[src/rtl/demux_1to4.sv]
// demux_1to4: registered 1-to-4 demux with valid/ready per channel.
// Ports: clk, rst_n (sync, active-low); in_data/S1/S0/in_valid/in_ready
// from the producer; A..D, out_valid[3:0], out_ready[3:0] per channel
// (bit0=A .. bit3=D); xfer_count only when DEMUX_CNT_EN is defined.
module demux_1to4 #(
   parameter int WIDTH = 8
) (
   input  logic             clk,
   input  logic             rst_n,
   input  logic [WIDTH-1:0] in_data,
   input  logic             S1,
   input  logic             S0,
   input  logic             in_valid,
   output logic             in_ready,
   output logic [WIDTH-1:0] A,
   output logic [WIDTH-1:0] B,
   output logic [WIDTH-1:0] C,
   output logic [WIDTH-1:0] D,
   output logic [3:0]       out_valid,
   input  logic [3:0]       out_ready
`ifdef DEMUX_CNT_EN
   ,
   output logic [15:0]      xfer_count
`endif
);

   typedef enum logic {
      EMPTY = 1'b0,
      FULL  = 1'b1
   } ch_state_e;

   ch_state_e        state_q [4];
   ch_state_e        state_d [4];
   logic [WIDTH-1:0] data_q  [4];
   logic [WIDTH-1:0] data_d  [4];

   logic [1:0] sel;
   logic [3:0] sel_oh;
   logic [3:0] full;
   logic [3:0] load;
   logic       accept;

   assign sel = {S1, S0};

   always_comb begin
      sel_oh = 4'b0000;
      unique case (sel)
         2'd0: sel_oh = 4'b0001;
         2'd1: sel_oh = 4'b0010;
         2'd2: sel_oh = 4'b0100;
         2'd3: sel_oh = 4'b1000;
         default: sel_oh = 4'b0000;
      endcase
   end

   // Ready looks only at the addressed channel, so a stalled
   // consumer blocks just the words heading to it.
   assign in_ready = ~full[sel] | out_ready[sel];
   assign accept   = in_valid & in_ready;
   assign load     = accept ? sel_oh : 4'b0000;

   // State register
   always_ff @(posedge clk) begin
      if (!rst_n) begin
         for (int i = 0; i < 4; i++) begin
            state_q[i] <= EMPTY;
            data_q[i]  <= '0;
         end
      end else begin
         for (int i = 0; i < 4; i++) begin
            state_q[i] <= state_d[i];
            data_q[i]  <= data_d[i];
         end
      end
   end

   // Next-state logic; accept+drain on a full channel stays FULL
   // with the new word replacing the old one.
   always_comb begin
      for (int i = 0; i < 4; i++) begin
         state_d[i] = state_q[i];
         data_d[i]  = data_q[i];
         unique case (state_q[i])
            EMPTY: begin
               if (load[i]) state_d[i] = FULL;
            end
            FULL: begin
               if (!load[i] && out_ready[i])
                  state_d[i] = EMPTY;
            end
            default: state_d[i] = EMPTY;
         endcase
         if (load[i]) data_d[i] = in_data;
      end
   end

   // Output logic
   always_comb begin
      for (int i = 0; i < 4; i++) begin
         full[i] = (state_q[i] == FULL);
      end
      out_valid = full;
      A = data_q[0];
      B = data_q[1];
      C = data_q[2];
      D = data_q[3];
   end

`ifdef DEMUX_CNT_EN
   logic [15:0] cnt_q;
   logic [15:0] cnt_d;

   always_comb begin
      cnt_d = cnt_q;
      if (accept) cnt_d = cnt_q + 16'd1;
   end

   always_ff @(posedge clk) begin
      if (!rst_n) cnt_q <= '0;
      else        cnt_q <= cnt_d;
   end

   assign xfer_count = cnt_q;
`endif

endmodule
[config.mk]
export PLATFORM = sky130hd
export DESIGN_NAME = demux_1to4
export DESIGN_NICKNAME = d
export VERILOG_FILES = /design/src/rtl/demux_1to4.sv
export SDC_FILE = /design/constraint.sdc
export NUM_CORES = 1
export LEC_CHECK = 0
export CAP_MARGIN = 20
export CORE_UTILIZATION = 48
export CTS_BUF_LIST = sky130_fd_sc_hd__clkbuf_2
export CTS_CLUSTER_DIAMETER = 30
export CTS_CLUSTER_SIZE = 10
export DETAILED_ROUTE_END_ITERATION = 8
export PLACE_DENSITY = 0.95
export SYNTH_ARGS = -nofsm -noshare
export SYNTH_HDL_FRONTEND = slang
export SYNTH_SLANG_ARGS = --single-unit
[constraint.sdc]
create_clock -name clk -period 2.4 [get_ports clk]
set_input_delay 0.48 -clock clk [delete_from_list [all_inputs] [get_ports clk]]
set_output_delay 0.48 -clock clk [all_outputs]
set_load 0.03 [all_outputs]
==> impl_metrics.toml <==
[job]
cap_violations = 0

[hold_path]
hold_class = "reg -> reg"

[placed_design]
dp_hpwl_mm = 2.43
preCtsSetupSlack_ns = -0.188
port_buffers = 53
gp_congestion = 0.762

[synth]
synthDistinctLibCells = 16
synth_area_leaders = "dfxtp_1 (52%), mux2i_1 (23%), nand2_1 (11%)"
syn_area_per_cell_sq_um = 10.4
seq_area_frac_synth_pct = 51.5
synth_simple_gate_area_share_pct = 17.0
synth_compound_area_share_pct = 2.15
syn-num-nets = 152
synth_top_family_by_area = "multiplexers"
synth_area_sq_um = 1400
synth_ff_type = "dfxtp_1"
synth_warnings = 0
yosys_register_bits = 36
synth_fa_ha_area_share_pct = 0
synth_largest_area_cell = "dfxtp_1"
yosys.area.top_type_share_pct = 51.5
synthArstFlopShare_pct = 0
synth_enable_flop_cells = 0
synth_xor_xnor_area_share_pct = 0
synth_cells = 135
synthMuxAreaShare_pct = 24.5

[timing]
drv_slew = 0
timing.final.ws_setup_ns = 0.0631
max_clock_freq_mhz = 428
min_period_ns = 2.34
setup_viol = 0
worstMarginPinSlew_ns = 0.613
finalCritPeriodShare_pct = 97.4
rsz0062_at_grt = "no"
finalHoldViolCount = 0
relSlewSlack_pct = 59.0
skew_ns = 0.0108

[clock_tree]
cts_buffer_depth = 2
cts_hold_buf = 0
cts.sinks = 36
clk_pin_slew_worst_paths_ns = 0.18
clock_latency_ns = 0.37
cts_setup_buffers = 0
cts_root_buffer = "clkbuf_2"
cts_tree = "yes"
cts_inserted_buffers = 5
htree_levels = 2
ctsResizeCount = 1

[setup_path]
cp.required_ns = 1.92
r2r_slack_ns = 1.01
start_kind = "primary input"
crit_path_end_kind = "output port"
arrival_ns = 1.86
critPathKind = "in -> out"
critical_path_peak_fanout = 2

[floorplan]
die_area_sq_um = 3130
die_h_um = 56.0
core_sq_um = 2760
initial_core_util_pct = 50.7
pin_count = 54
fp-row-count = 19
dieWidth_um = 56.0

[pwr]
internal_power_uw = 773
p_sw_share_pct = 28.3
p_sw_uw = 305
finalPower_uw = 1080
p_leak_uw = 0.000773
p_clk_share_pct = 24.1
pwr-share-seq_pct = 58.5
irDropWorstVdd_uv = 540
combPwrFrac_pct = 17.4
powerDensity_nw_per_um2 = 540

[grt]
antenna_found_initial = 0
grt_pass1_wl_mm = 5.45
grt_use_total_pct = 22.5
grt_max_degree = 45
grt_pass1_vias = 1248
grt_overflow = 0

[cells_and_area]
diodes = 0
n_fill_cell = 197
final_nets = 211
layout_commonest_cell = "clkdlybuf4s50_1"
final_cell_mix = "clkdlybuf4s50_1 (52), nand2_1 (42), dfxtp_1 (36)"
drive_above_1_share_pct = 9.74
synthToLayoutAreaGrowth_pct = 42.8

[drt]
num_vias = 1144
vias_per_cell = 5.06
ant_nets = 0
drt-total-wl_mm = 3.28
drt_pre_antenna_iters = 3
wl_per_cell_um = 14.5
drtIter0Drc = 12
drcViolationCount = 0

[outcome]
status = "finished, final reports clean"
==> synthesized netlist by cell type (2+ instances only) <==
library cell	instances
nand2_1	42
dfxtp_1	36
mux2i_1	32
buf_6	4
nand2b_1	4
a21boi_0	3
buf_2	3
clkbuf_1	2
nor2b_1	2
==> final cells by class <==
cell class,count,area [sq um],area share [%]
sequential,36,721,36.1
multi-input combinational,90,611,30.6
timing repair buffer,61,589,29.5
tap,31,38.8,1.94
clock buffer,5,25.0,1.25
clock inverter,3,13.8,0.689
==> state kept, by name, summed over array words and instances (netlist names) <==
register	flops
state_q	4
data_q	32
==> critical path, stage by stage <==
cell	delay (ns)
clkdlybuf4s50_1	0.40
nand2b_1	0.16
mux4_2	0.45
dlygate4sd2_1	0.37
==> power by group through the flow <==
stage | Sequential, uW | Clock (uW) | Combinational [uW]
2_1_floorplan | 684 | 0 | 62.1
3_3_place_gp | 642 | 0 | 182
3_5_place_dp | 643 | 0 | 188
4_1_cts | 631 | 263 | 188
5_1_grt | 634 | 285 | 198
6_report | 631 | 260 | 187
==> logic make-up after synthesis <==
kind of cell,Yosys count
AOI/OAI and AO/OA,4
buffers and inverters,9
DFF,36
muxes,33
and+or+nand+nor,53
==> per-layer routing <==
layer / part of all wire, % / up-vias / track usage, %
li1: - / 564 / -
met1: 42 / 538 / 25.7
met2: 51 / 38 / 39.5
met3: 6.0 / 4 / 6.05
met4: 1.0 / 0 / 9.41
met5: 0 / - / 0
==> stage by stage <==
step                setup TNS [ns]  hold slack (ns)  instances  util (%)  cell area [sq um]
floorplan                        0            0.579        135         -               1400
global placement            -0.171            0.442        218      71.1               1960
detailed placement          -0.188            0.451        218      71.1               1960
CTS                              0            0.470        226      72.5               2000
global route                     0            0.493        226      72.5               2000
finish                           0            0.473        226      72.5               2000
==> path summary, 6_finish.rpt <==
| path | startpoint | to | depth (start not counted) |
|---|---|---|---|
| worst min-delay path | data_q[1][0]$_SDFFE_PN0P_ | data_q[1][0]$_SDFFE_PN0P_ | 2 |
| worst min register to register | data_q[1][0]$_SDFFE_PN0P_ | data_q[1][0]$_SDFFE_PN0P_ | 2 |
| worst max register to register | state_q[0][0]$_SDFF_PN0_ | data_q[0][5]$_SDFFE_PN0P_ | 4 |
| worst max-delay path | out_ready[1] | in_ready | 4 |
Power figures use the tool's default switching activity.
